File: src/rtl/ram_wb_arbiter.sv
`default_nettype none
// ============================================================================
// Module   : ram_wb_arbiter
// Purpose  : Round-robin Wishbone B3 arbiter that shares one RAM slave
//            between up to four masters. A grant is held for the full
//            length of a master's cycle, bursts included, and slave
//            responses are steered only to the granted master.
// Optional : WB_ARB_WATCHDOG_EN - adds a stall watchdog that answers a hung
//            slave with a one-cycle err pulse to the granted master.
// Ports    : wb_clk_i, wb_rst_i       clock, synchronous active-high reset
//            wbm_*_i / wbm_*_o        packed master ports (master n = slice n)
//            wbs_*_o / wbs_*_i        RAM slave port
//            grant_o                  one-hot current grant (monitor only)
// Revision : 1.0 - initial release
// ============================================================================
module ram_wb_arbiter #(
   parameter int NUM_MASTERS = 3,
   parameter int dw          = 32,
   parameter int aw          = 32,
   parameter int TIMEOUT     = 255
) (
   input  logic                        wb_clk_i,
   input  logic                        wb_rst_i,
   // master side
   input  logic [NUM_MASTERS*aw-1:0]   wbm_adr_i,
   input  logic [NUM_MASTERS*dw-1:0]   wbm_dat_i,
   input  logic [NUM_MASTERS*dw/8-1:0] wbm_sel_i,
   input  logic [NUM_MASTERS-1:0]      wbm_we_i,
   input  logic [NUM_MASTERS-1:0]      wbm_cyc_i,
   input  logic [NUM_MASTERS-1:0]      wbm_stb_i,
   input  logic [NUM_MASTERS*3-1:0]    wbm_cti_i,
   input  logic [NUM_MASTERS*2-1:0]    wbm_bte_i,
   output logic [dw-1:0]               wbm_dat_o,
   output logic [NUM_MASTERS-1:0]      wbm_ack_o,
   output logic [NUM_MASTERS-1:0]      wbm_err_o,
   output logic [NUM_MASTERS-1:0]      wbm_rty_o,
   // slave side
   output logic [aw-1:0]               wbs_adr_o,
   output logic [dw-1:0]               wbs_dat_o,
   output logic [dw/8-1:0]             wbs_sel_o,
   output logic                        wbs_we_o,
   output logic                        wbs_cyc_o,
   output logic                        wbs_stb_o,
   output logic [2:0]                  wbs_cti_o,
   output logic [1:0]                  wbs_bte_o,
   input  logic [dw-1:0]               wbs_dat_i,
   input  logic                        wbs_ack_i,
   input  logic                        wbs_err_i,
   input  logic                        wbs_rty_i,
   // monitor
   output logic [NUM_MASTERS-1:0]      grant_o
);

   localparam int IW = (NUM_MASTERS > 1) ? $clog2(NUM_MASTERS) : 1;

   typedef enum logic [0:0] {
      ST_IDLE = 1'b0,
      ST_BUSY = 1'b1
   } state_t;

   state_t                 state_q, state_d;
   logic [NUM_MASTERS-1:0] grant_q, grant_d;
   logic [IW-1:0]          gidx_q,  gidx_d;   // binary form of grant_q
   logic [IW-1:0]          last_q,  last_d;   // most recently released master

   logic                   busy;
   logic                   sel_cyc;
   logic                   sel_stb;
   logic                   pick_found;
   logic [IW-1:0]          pick_idx;
   logic [IW-1:0]          cand_idx;
   logic                   wd_fire;

   assign busy    = (state_q == ST_BUSY);
   assign sel_cyc = wbm_cyc_i[gidx_q];
   assign sel_stb = wbm_stb_i[gidx_q];

   // ------------------------------------------------------------------------
   // Arbitration and grant bookkeeping
   // ------------------------------------------------------------------------
   always_comb begin
      state_d    = state_q;
      grant_d    = grant_q;
      gidx_d     = gidx_q;
      last_d     = last_q;
      pick_found = 1'b0;
      pick_idx   = last_q;
      cand_idx   = last_q;

      // Search upward from last+1 with wrap; last itself is checked last,
      // so a master cannot win twice in a row while another is waiting.
      for (int i = 1; i <= NUM_MASTERS; i++) begin
         cand_idx = IW'((int'(last_q) + i) % NUM_MASTERS);
         if (!pick_found && wbm_cyc_i[cand_idx]) begin
            pick_found = 1'b1;
            pick_idx   = cand_idx;
         end
      end

      case (state_q)
         ST_IDLE: begin
            if (pick_found) begin
               state_d           = ST_BUSY;
               grant_d           = '0;
               grant_d[pick_idx] = 1'b1;
               gidx_d            = pick_idx;
            end
         end
         ST_BUSY: begin
            // Only the owner dropping cyc ends the tenure; stb gaps and
            // burst boundaries keep the grant.
            if (!sel_cyc) begin
               state_d = ST_IDLE;
               grant_d = '0;
               last_d  = gidx_q;
            end
         end
         default: begin
            state_d = ST_IDLE;
            grant_d = '0;
         end
      endcase
   end

   always_ff @(posedge wb_clk_i) begin
      if (wb_rst_i) begin
         state_q <= ST_IDLE;
         grant_q <= '0;
         gidx_q  <= '0;
         last_q  <= IW'(NUM_MASTERS - 1);
      end else begin
         state_q <= state_d;
         grant_q <= grant_d;
         gidx_q  <= gidx_d;
         last_q  <= last_d;
      end
   end

   assign grant_o = grant_q;

   // ------------------------------------------------------------------------
   // Stall watchdog
   // ------------------------------------------------------------------------
`ifdef WB_ARB_WATCHDOG_EN
   localparam int WD_W = ($clog2(TIMEOUT + 1) > 8) ? $clog2(TIMEOUT + 1) : 8;

   logic [WD_W-1:0] wd_cnt_q, wd_cnt_d;

   always_comb begin
      wd_cnt_d = wd_cnt_q;
      wd_fire  = 1'b0;
      if (!busy || !sel_cyc) begin
         wd_cnt_d = '0;
      end else if (wbs_ack_i || wbs_err_i || wbs_rty_i) begin
         wd_cnt_d = '0;
      end else if (sel_stb) begin
         // The TIMEOUT-th stalled cycle is the one that fires.
         if (wd_cnt_q == WD_W'(TIMEOUT - 1)) begin
            wd_fire  = 1'b1;
            wd_cnt_d = '0;
         end else begin
            wd_cnt_d = wd_cnt_q + 1'b1;
         end
      end
   end

   always_ff @(posedge wb_clk_i) begin
      if (wb_rst_i) begin
         wd_cnt_q <= '0;
      end else begin
         wd_cnt_q <= wd_cnt_d;
      end
   end
`else
   localparam int unused_timeout = TIMEOUT;

   assign wd_fire = 1'b0;
`endif

   // ------------------------------------------------------------------------
   // Request path: granted master straight through to the slave
   // ------------------------------------------------------------------------
   always_comb begin
      wbs_adr_o = '0;
      wbs_dat_o = '0;
      wbs_sel_o = '0;
      wbs_we_o  = 1'b0;
      wbs_cyc_o = 1'b0;
      wbs_stb_o = 1'b0;
      wbs_cti_o = 3'b000;
      wbs_bte_o = 2'b00;
      if (busy) begin
         wbs_adr_o = wbm_adr_i[gidx_q*aw +: aw];
         wbs_dat_o = wbm_dat_i[gidx_q*dw +: dw];
         wbs_sel_o = wbm_sel_i[gidx_q*(dw/8) +: (dw/8)];
         wbs_we_o  = wbm_we_i[gidx_q];
         wbs_cyc_o = sel_cyc;
         // A watchdog timeout withdraws the strobe so the slave cannot
         // complete a beat that the master is being told has failed.
         wbs_stb_o = sel_stb & ~wd_fire;
         wbs_cti_o = wbm_cti_i[gidx_q*3 +: 3];
         wbs_bte_o = wbm_bte_i[gidx_q*2 +: 2];
      end
   end

   // ------------------------------------------------------------------------
   // Response path: grant_q is all-zero outside BUSY, so it doubles as the
   // response mask.
   // ------------------------------------------------------------------------
   assign wbm_dat_o = wbs_dat_i;
   assign wbm_ack_o = grant_q & {NUM_MASTERS{wbs_ack_i}};
   assign wbm_err_o = grant_q & {NUM_MASTERS{wbs_err_i | wd_fire}};
   assign wbm_rty_o = grant_q & {NUM_MASTERS{wbs_rty_i}};

endmodule
`default_nettype wire

File: config.mk
export PLATFORM = sky130hd
export DESIGN_NAME = ram_wb_arbiter
export DESIGN_NICKNAME = d
export VERILOG_FILES = /design/src/rtl/ram_wb_arbiter.sv
export SDC_FILE = /design/constraint.sdc
export NUM_CORES = 1
export LEC_CHECK = 0
export BUFFER_PORTS_ARGS = -buffer_cell sky130_fd_sc_hd__buf_2
export CORE_AREA = 8 8 143 145
export DETAILED_ROUTE_END_ITERATION = 8
export DIE_AREA = 0 0 151 153
export PLACE_DENSITY = 0.56
export SLEW_MARGIN = 0
export SYNTH_ARGS = -nofsm -noshare
export SYNTH_HDL_FRONTEND = slang
export SYNTH_SLANG_ARGS = --single-unit
File: constraint.sdc
create_clock -name wb_clk_i -period 4.5 [get_ports wb_clk_i]
set_input_delay 0 -clock wb_clk_i [delete_from_list [all_inputs] [get_ports wb_clk_i]]
set_output_delay 0 -clock wb_clk_i [all_outputs]
set_load 0.1 [all_outputs]
=== Word level (Yosys, flattened, before mapping) ===
Cells that the tools add are included.

* Register bits after elaboration: 8
* Latch bits: 0
* Bits in writable memories: 0
* Memory bits (read-only): 0
* Memories kept: 0

* $add $sub $neg: 3
* $mul: 1
* Div/mod/pow operators: 3
* $lt $le $gt $ge: 6
* Equality and inequality tests: 2
* Shift-type cells: 5
* Multiplexer cells: 34
* Bitwise operators: 5
* Reductions and logical operators: 8

{| class="wikitable"
|+ Operator list
! cell !! number
|-
| 96-bit by 8-bit indexed part select with 32-bit output || 2
|-
| 32-bit by 3-bit remainder unit with 32-bit output, second input constant || 3
|-
| 32-bit 2-to-1 mux || 2
|-
| 2-bit by 3-bit less-than comparator with 1-bit output, second input constant || 5
|-
| 1-bit 2-to-1 mux || 15
|-
| 1-bit binary-select mux with 2-bit select || 6
|-
| 12-bit by 5-bit indexed part select with 4-bit output || 1
|-
| 3-bit AND || 3
|-
| 3-bit 2-to-1 mux || 3
|-
| 9-bit by 5-bit indexed part select with 3-bit output || 1
|-
| 2-bit 2-to-1 mux || 4
|-
| 2-bit by 2-bit adder with 3-bit output, second input constant || 2
|-
| 3-bit one-hot mux with 2 select lines || 1
|-
| 2-bit AND reduction || 3
|-
| 6-bit by 4-bit indexed part select with 2-bit output || 1
|-
| 2-bit by 2-bit multiplier with 4-bit output, second input constant || 1
|-
| 4-bit 2-to-1 mux || 1
|-
| 2-bit != test, second input constant || 2
|-
| 2-bit by 1-bit adder with 3-bit output, second input constant || 1
|-
| 1-bit logical AND || 3
|-
| 1-bit demux with 2-bit select || 1
|-
| 2-bit by 1-bit greater-or-equal comparator with 1-bit output, second input constant || 1
|-
| 1-bit logical NOT || 2
|-
| 1-bit inverter || 2
|-
| 1-bit one-hot mux with 2 select lines || 1
|}

=== Longest topological paths before layout ===
Gate-level depths: netlist (run 1).

* Word-level depth: 17
* Gate-level depth with buffers: 8
* Gate-level depth less buffers: 7

=== Worst setup path after synthesis (run 1) ===
No wires, ideal clock.

* Kind: flip-flop to flip-flop
* From: register last_q[0]
* To: register grant_q[2] (netlist: grant_o[2])
* Library setup time: 0.101 ns
* Data arrival time: 2.041 ns
* Slack: 2.358 ns
* Cell stages (with the launch flop): 8
* Buffers on the path: 1
* Cells stage by stage: dfxtp_1 inv_1 ha_1 clkbuf_1 mux2_2 nor4b_4 a2bb2oi_1 o41ai_1

* Longest elaborated chain between the ends: 17
* Elaborated cells on any way between the ends: 31

{| class="wikitable"
|+ Ends and longest elaborated chain
! element !! RTL line !! RTL
|-
| start: declaration || 64 || <nowiki>logic [IW-1:0] last_q, last_d;</nowiki>
|-
| start signal: assignment || 130 || <nowiki>last_q <= IW'(NUM_MASTERS - 1);</nowiki>
|-
| start signal: assignment || 135 || <nowiki>last_q <= last_d;</nowiki>
|-
| 2-bit by 1-bit adder with 3-bit output || 93 || <nowiki>cand_idx = IW'((int'(last_q) + i) % NUM_MASTERS);</nowiki>
|-
| 32-bit by 3-bit remainder unit with 32-bit output || 93 ||
|-
| 1-bit binary-select mux with 2-bit select || 94 || <nowiki>if (!pick_found && wbm_cyc_i[cand_idx]) begin</nowiki>
|-
| 1-bit 2-to-1 mux (not written as such) || 94 ||
|-
| 1-bit 2-to-1 mux || 94 ||
|-
| 1-bit logical NOT || 94 ||
|-
| 1-bit logical AND || 94 ||
|-
| 1-bit 2-to-1 mux || 94 ||
|-
| 1-bit logical NOT || 94 ||
|-
| 1-bit logical AND || 94 ||
|-
| 2-bit 2-to-1 mux || 94 ||
|-
| 2-bit by 3-bit less-than comparator with 1-bit output (not written as such) or 2-bit by 1-bit greater-or-equal comparator with 1-bit output (tied branches) || 105 || <nowiki>grant_d[pick_idx] = 1'b1;</nowiki>
|-
| 1-bit logical AND (not written as such) || 105 ||
|-
| 1-bit 2-to-1 mux (not written as such) || 105 ||
|-
| 1-bit demux with 2-bit select || 105 ||
|-
| 3-bit 2-to-1 mux || 102 || <nowiki>if (pick_found) begin</nowiki>
|-
| 3-bit one-hot mux with 2 select lines || 100 || <nowiki>case (state_q)</nowiki>
|-
| end signal: assignment || 133 || <nowiki>grant_q <= grant_d;</nowiki>
|-
| end: declaration || 62 || <nowiki>logic [NUM_MASTERS-1:0] grant_q, grant_d;</nowiki>
|}

Several ways; a longest one is shown, not always the timed one. The select of a mux whose other input is x is not followed.
A chain may end at the register's enable or synchronous reset.

=== Worst setup path after layout (run 1) ===
* From: register gidx_q[1]
* To: output wbs_cyc_o

* Longest elaborated chain between the ends: 3

{| class="wikitable"
|+ Ends and longest elaborated chain
! element !! RTL line !! RTL
|-
| start: declaration || 63 || <nowiki>logic [IW-1:0] gidx_q, gidx_d;</nowiki>
|-
| start signal: assignment || 134 || <nowiki>gidx_q <= gidx_d;</nowiki>
|-
| 1-bit binary-select mux with 2-bit select || 75 || <nowiki>assign sel_cyc = wbm_cyc_i[gidx_q];</nowiki>
|-
| 1-bit 2-to-1 mux (not written as such) || 75 ||
|-
| 1-bit 2-to-1 mux || 192 || <nowiki>if (busy) begin</nowiki>
|-
| end: declaration || 42 || <nowiki>output logic wbs_cyc_o,</nowiki>
|}

No other way between the ends. The select of a mux whose other input is x is not followed.

==> results of run 1 <==
sequential cells by signal, indices dropped and copies added (netlist names):
name and cells:
gidx_q 2, grant_o 3, busy 1, last_q 2
final timing paths:
check / cells after the start / endpoint / start / slack, ns
worst max-delay path: 7 / wbs_cyc_o / gidx_q[1] / 1.75
worst min-delay path: 0 / wbm_dat_o[15] / wbs_dat_i[15] / 0.00003
worst max register to register: 5 / last_q[1] / gidx_q[1] / 1.89
worst min register to register: 2 / last_q[0] / last_q[0] / 0.50
area by class of cell:
type	instances	share of cell area, %
Multi-Input combinational cell	359	51.7
Timing Repair Buffer	323	36.0
Sequential cell	8	3.66
Tap cell	234	6.45
Inverter	5	0.413
Clock buffer	4	1.74
placed cells by master (no fill, tap or decap), drive strengths merged, types with 2 or more instances in the layout:
| master | n |
|---|---|
| buf | 323 |
| and2 | 84 |
| nand2 | 81 |
| mux2i | 80 |
| o21ai | 76 |
| dfxtp | 8 |
| inv | 5 |
| a21oi | 4 |
| ha | 4 |
| clkbuf | 4 |
| nor2 | 3 |
| nor2b | 3 |
| o41ai | 3 |
| a211o | 2 |
| nand4b | 2 |
| nand3 | 2 |
| mux2 | 2 |
metal layers:
| layer | up-vias | track usage, % |
|---|---|---|
| met5 | - | 0 |
| met1 | 1723 | 12.0 |
| li1 | 1978 | - |
| met2 | 218 | 20.5 |
| met3 | 19 | 3.28 |
| met4 | 0 | 2.26 |
critical path: cells and delay by family (launching register included):
kind            cells  cell delay, ns
buf+inv             3            0.83
flops               1            0.53
compound gates      1            0.08
simple gates        3            1.04
stage by stage:
step | util [%] | hold WS (ns) | setup WS, ns
after global placement | 24.4 | 0.000681 | 1.89
after global routing | 24.9 | 0.000143 | 1.54
after floorplan | - | 0.108 | 2.36
after detailed placement | 24.4 | 0.000681 | 1.87
final | 24.9 | 0.0000279 | 1.75
after CTS | 24.9 | 0.000681 | 1.70
power by group through the flow:
stage | clock, mW | sequential (mW) | combinational (mW)
6_report | 0.154 | 0.211 | 2.58
5_1_grt | 0.161 | 0.225 | 2.71
4_1_cts | 0.154 | 0.215 | 2.60
3_5_place_dp | 0 | 0.215 | 2.59
3_3_place_gp | 0 | 0.216 | 2.58
2_1_floorplan | 0 | 0.176 | 2.29
cell families after synthesis:
kind of cell | after synthesis
AND/OR/NAND/NOR | 178
AO/OA/AOI/OAI | 95
multiplexers | 82
adder cells (fa/ha/maj) | 4
buffers and inverters | 73
flip-flops | 8
==> results.md, run 1 <==
| Step | Metric | Value |
|:---|:---|:---|
| synthesis | Leading cell types by total area after synthesis | mux2i_1 (28%), and2_1 (18%), o21ai_0 (13%) |
| hold path | Tightest Hold Check Type | in2out |
| placement | Cell Count Post-Placement | 929 |
| placement | Half-perimeter wire length of the detailed placement result | 11,600 um |
| power and ir drop | Comb pwr share | 87.6% |
| finish | Area Overhead vs Synth | 56.6% |
| finish | Fill cells | 2,064 |
| worst setup path | Top cell by count, worst path | nand2_1 |
| worst setup path | Delay of the slowest cell on the worst path | 0.83 ns |
| clock tree | Clock-pin slew on the worst setup and hold paths | 0.04 ns |
| sta | Max Transition Viols Final | 0 |
| worst setup path | Endpoint required time on the critical path | 4.50 ns |
| clock tree | Clock tree sinks | 8 |
| placement | Buffers added on ports | 320 |
| clock tree | Resized cells post-CTS | 0 |
| grt | Vias in the first global route | 4,191 |
| route | Per-cell routed wire length | 15.2 um |
| finish | Final Instance Area | 0.00454 mm2 |
| clock tree | Clock tree from TritonCTS | done |
| route | Number of antenna-violating nets in the routed design | 0 |
| route | Drt first pass iters | 4 |
| synthesis | Number of storage elements in the synthesis netlist | 8 |
| synthesis | Post-synth top area share | 27.6% |
| grt | First-pass GRT wire length | 21,100 um |
| synthesis | Cell Area, Synth | 0.00290 mm2 |
| floorplanning | Effective utilization at floorplan | 15.9% |
| synthesis | Syn Nets | 709 |
| power and ir drop | Final Power | 2.94 mW |
| route | Met2 WL | 6800 um |
| grt | Pin count of the biggest net entering global routing | 80 |
| synthesis | Synth Area in Simple Gates | 31.9% |
| sta | Post-Route Setup TNS | 0 ns |
| synthesis | Synthesized-area fraction occupied by ao, oa, aoi and oai cells | 18.6% |
| route | Met3 routed wirelength | 1530 um |
| placement | Cell Area, Placed | 0.00446 mm2 |
| clock tree | Clock root cell | clkbuf_16 |
| clock tree | Total setup buffers inserted after CTS | 0 |
| power and ir drop | Reported leakage power | 2.23 nW |
| worst setup path | Maximum fanout count along the critical path | 40 |
| finish | Area occupied by multi-input gates | 0.00235 mm2 |
| worst setup path | Chain of cells forming the critical path | nor2b_4, buf_12, nand2_1, o21ai_0, nand2_1, inv_1, buf_2 |
| route | Routed WL | 14,100 um |
| finish | Diode insertion count for antenna repair | 0 |
| flow run | Max Cap Viol | 0 |
| power and ir drop | Reg power frac | 7.2% |
| synthesis | Synthesized area per cell | 6.59 um2 |
| power and ir drop | Maximum vdd drop | 0.000383 V |
| sta | RSZ-0062 raised after global routing | no |
| synthesis | Dominant combinational cell family by area after synthesis | simple AND/OR/NAND/NOR gates |
| synthesis | Ys Warns | 0 |
| finish | Nets | 969 |
| floorplanning | Die X | 151 um |
| synthesis | Adder-Cell Fraction of Synth Area | 1.73% |
| floorplanning | Die Area | 0.0231 mm2 |
| worst setup path | Crit path capture type | output pin |
| clock tree | Number of buffers inserted for hold repair after clock tree synthesis | 0 |
| route | Highest Signal Layer | met4 |
| clock tree | Largest buffer count on any clock path | 2 |
| synthesis | EDFF count, synth | 0 |
| power and ir drop | Internal | 0.790 mW |
| clock tree | Clock buffer count from CTS | 3 |
| sta | Worst Max-Slew Pin Slew | 1.20 ns |
| clock tree | Total number of H-tree levels | 1 |
| synthesis | Cell types with the highest counts after synthesis | and2_1 (84), nand2_1 (81), mux2i_1 (80), o21ai_0 (76), buf_4 (32) |
| floorplanning | Standard-cell rows | 50 |
| power and ir drop | Clock power frac | 5.2% |
| synthesis | Post-synthesis share of cell area spent on xor and xnor gates | 0% |
| power and ir drop | Switching part of the total | 73.2% |
| worst setup path | Data arrival time of the worst path | 2.75 ns |
| finish | Layout cell share with drive strength beyond 1 | 47.8% |
| synthesis | Top FF cell, synth | dfxtp_1 |
| sta | Highest Clock Rate | 0.363 GHz |
| floorplanning | Core region area | 0.0183 mm2 |
| worst setup path | Worst setup path class | reg2out |
| grt | Combined global-route utilization of all metal layers | 11.1% |
| synthesis | Mux cell area share after synthesis | 28.5% |
| synthesis | Distinct cell type count after synthesis | 34 |
| route | First DRT Iteration DRCs | 120 |
| synthesis | Sequential share of the synthesized area | 5.52% |
| route | Final routed DRC violation total | 0 |
| finish | Fin cells | 933 |
| finish | Flip-flop and latch area | 166 um2 |
| worst setup path | CP startpoint kind | flop |
| route | Routed vias | 3,938 |
| grt | Initial antenna violation count | 0 |
| power and ir drop | Net switching power | 2.15 mW |
| sta | Setup violations, final | 0 |
| synthesis | Cell type with the largest total area after synthesis | mux2i_1 |
| run status | Outcome | finished, final reports clean |
| sta | Slew HR | 20.1% |
| floorplanning | Count of pins on the block boundary | 385 |
| clock tree | Worst skew pair latency | 0.23 ns |
| grt | GRT overflow | 0 |
| floorplanning | Chip height | 153 um |
| route | Routed metal-1 wire length | 5560 um |
| synthesis | Post-synthesis async set-or-reset flop share | 0% |
| synthesis | Syn Inst Count | 440 |
| power and ir drop | Total power density per cell area | 648 mW/mm2 |
| sta | Period utilisation layout | 61.2% |
| sta | Final Hold Violating Endpoints | 0 |
| sta | Final Critical Period | 2.75 ns |
| sta | Worst clock skew | 0.00519 ns |
| placement | Placer congestion estimate | 0.746 |
| route | Detailed-route vias per instance | 4.22 |
| synthesis | Most frequently used cell type in the post-synthesis netlist | and2_1 |
| worst setup path | Cell at the slowest stage of the critical path | nor2b_4 |
Note: power is estimated with default switching activity, not from simulation.
==> run 2, diff against run 1 <==
CORE_AREA = 8 8 144 146   (was 8 8 143 145)
DIE_AREA = 0 0 152 154   (was 0 0 151 153)
PLACE_DENSITY = 0.57   (was 0.56)
clock period = 2.5 ns   (was 4.5 ns; I/O delays follow)
==> run 2 against run 1 <==
Against the previous run:
- wire length grew 6.6%
- combinational power is 130% higher
- power is 120% higher
- flip-flop and latch count did not move
- clock power grew 81%
- critical path type is now reg2reg
==> results.md, run 2 (same netlist as run 1, synthesis figures left out) <==
| Step | Metric | Value | Change |
|:---|:---|:---|:---|
| route | Routed WL | 15,100 um | was 14,100 um |
| power and ir drop | Maximum vdd drop | 0.000430 V | was 0.000383 V |
| worst setup path | Worst setup path class | reg2reg | was reg2out |
| sta | Max Transition Viols Final | 0 | unchanged |
| route | First DRT Iteration DRCs | 104 | was 120 |
| sta | Final Hold Violating Endpoints | 0 | unchanged |
| run status | Outcome | finished, final reports clean | unchanged |
| sta | Setup violations, final | 0 | unchanged |
| worst setup path | Maximum fanout count along the critical path | 5 | was 40 |
| floorplanning | Core region area | 0.0185 mm2 | was 0.0183 mm2 |
| power and ir drop | Reported leakage power | 2.51 nW | was 2.23 nW |
| clock tree | Total number of H-tree levels | 1 | unchanged |
| route | Per-cell routed wire length | 16.1 um | was 15.2 um |
| sta | Post-Route Setup TNS | 0 ns | unchanged |
| placement | Half-perimeter wire length of the detailed placement result | 13,100 um | was 11,600 um |
| route | Number of antenna-violating nets in the routed design | 0 | unchanged |
| sta | Worst clock skew | 0.00470 ns | was 0.00519 ns |
| finish | Layout cell share with drive strength beyond 1 | 48.1% | was 47.8% |
| sta | Slew HR | 64.8% | was 20.1% |
| worst setup path | Worst reg2reg path depth | 7 | was 5 |
| grt | Combined global-route utilization of all metal layers | 11.8% | was 11.1% |
| route | Detailed-route vias per instance | 4.23 | was 4.22 |
| clock tree | Largest buffer count on any clock path | 2 | unchanged |
| hold path | Tightest Hold Check Type | in2out | unchanged |
| route | Drt first pass iters | 4 | unchanged |
| placement | Placer congestion estimate | 0.845 | was 0.746 |
| finish | Final Instance Area | 0.00572 mm2 | was 0.00454 mm2 |
| clock tree | Clock tree from TritonCTS | done | unchanged |
| placement | Buffers added on ports | 320 | unchanged |
| finish | Area Overhead vs Synth | 97.5% | was 56.6% |
| flow run | Max Cap Viol | 0 | unchanged |
| floorplanning | Effective utilization at floorplan | 15.7% | was 15.9% |
| worst setup path | Crit path capture type | flop | was output pin |
| clock tree | Total setup buffers inserted after CTS | 0 | unchanged |
| clock tree | Worst skew pair latency | 0.24 ns | was 0.23 ns |
| clock tree | Resized cells post-CTS | 0 | unchanged |
| grt | Pin count of the biggest net entering global routing | 54 | was 80 |
| finish | Leading cell type in the layout, fill and taps excluded | buf_2 | unchanged |
| sta | RSZ-0062 raised after global routing | no | unchanged |
| grt | Initial antenna violation count | 0 | unchanged |
| worst setup path | Critical Path Source | last_q[0] | was gidx_q[1] |
| floorplanning | Count of pins on the block boundary | 385 | unchanged |
| clock tree | Number of buffers inserted for hold repair after clock tree synthesis | 0 | unchanged |
| worst setup path | Endpoint required time on the critical path | 2.61 ns | was 4.50 ns |
| finish | Flip-flop count of the largest register after layout | 3 | unchanged |
| worst setup path | Termination of the worst setup path | gidx_q[1] | was wbs_cyc_o |
| floorplanning | Standard-cell rows | 50 | unchanged |
| power and ir drop | Total power density per cell area | 1150 mW/mm2 | was 648 mW/mm2 |
| clock tree | Clock tree sinks | 8 | unchanged |
| sta | Final Critical Period | 2.33 ns |  |
| worst setup path | Worst r2r dst | gidx_q[1] | was last_q[1] |
| finish | Nets | 973 | was 969 |
| finish | Diode insertion count for antenna repair | 0 | unchanged |
| worst setup path | Critical R2R Launch | last_q[0] | was gidx_q[1] |
| route | Routed vias | 3,959 | was 3,938 |
| worst setup path | Worst setup slack for register-to-register paths | 0.17 ns | was 1.89 ns |
| finish | Commonest cells after routing, fill and taps aside | buf_2 (244), and2_1 (84), nand2_1 (81), mux2i_1 (80), buf_12 (78) | was buf_2 (320), and2_1 (84), nand2_1 (81), mux2i_1 (80), o21ai_0 (76) |
| placement | Cell Area, Placed | 0.00565 mm2 | was 0.00446 mm2 |
| route | Final routed DRC violation total | 0 | unchanged |
| worst setup path | CP startpoint kind | flop | unchanged |
| floorplanning | Die Area | 0.0234 mm2 | was 0.0231 mm2 |
| clock tree | Clock buffer count from CTS | 3 | unchanged |
| sta | Highest Clock Rate | 0.429 GHz |  |
| grt | First-pass GRT wire length | 22,800 um | was 21,100 um |
| clock tree | Clock root cell | clkbuf_16 | unchanged |
| grt | Vias in the first global route | 4,138 | was 4,191 |
| sta | Worst Max-Slew Pin Slew | 0.526 ns | was 1.20 ns |
| floorplanning | Chip height | 154 um | was 153 um |
| clock tree | Clock-pin slew on the worst setup and hold paths | 0.04 ns | about the same |
| sta | Period utilisation layout | 93.1% |  |
| floorplanning | Die X | 152 um | was 151 um |
| worst setup path | Data arrival time of the worst path | 2.44 ns | was 2.75 ns |
| grt | GRT overflow | 0 | unchanged |
## run 2: per-stage QoR
stage / power [mW] / std cells / hold WS [ns] / utilization (%) / setup slack, ns
global route: 6.85 / 937 / 0.000151 / 31.0 / 0.0406
detailed placement: 6.34 / 933 / 0.000681 / 30.6 / 0.212
CTS: 6.64 / 937 / 0.000681 / 31.0 / 0.178
global placement: 6.31 / 933 / 0.000681 / 30.6 / 0.266
finish: 6.56 / 937 / 0.0000386 / 31.0 / 0.172
floorplan: 4.44 / 440 / 0.108 / - / 0.358
## run 2: report_power, final
group	internal, mW	switching [mW]	leakage, nW
logic	2.04	3.98	2.41
clock network	0.213	0.0658	0.0382
registers	0.171	0.0792	0.0670
total	2.43	4.13	2.51
## run 2: worst max-delay path: stages, from the launching register on
cell       delay (ns)
dfxtp_1          0.36
inv_1            0.09
ha_1             0.28
mux2_4           0.33
mux2_2           0.31
nor4b_4          0.35
a2bb2oi_1        0.14
o41ai_1          0.34
## run 2: final cells by class
cell class,instances,area (um2)
timing repair buffer,327,2820
sequential,8,166
inverter,5,18.8
tap,234,293
fill,1927,12700
multi-input combinational,359,2350
clock buffer,4,78.8
## run 2: how the worst min path moves through the flow
stage | from | endpoint | slack, ns | depth (start not counted)
after global routing | wbs_dat_i[24] | wbm_dat_o[24] | 0.0002 | 0
after global placement | wbs_dat_i[14] | wbm_dat_o[14] | 0.0007 | 0
final | wbs_dat_i[12] | wbm_dat_o[12] | 0.00004 | 0
after floorplan | wb_rst_i | gidx_q[1] | 0.11 | 1
after detailed placement | wbs_dat_i[14] | wbm_dat_o[14] | 0.0007 | 0
after CTS | wbs_dat_i[14] | wbm_dat_o[14] | 0.0007 | 0
## run 2: per-layer routing
layer	global-route usage, %	wire, um	part of all wire (%)
met5	0	0	0
met4	2.09	179	1.2
met3	4.65	1390	9.2
met2	21.8	7570	50
met1	12.7	5940	39
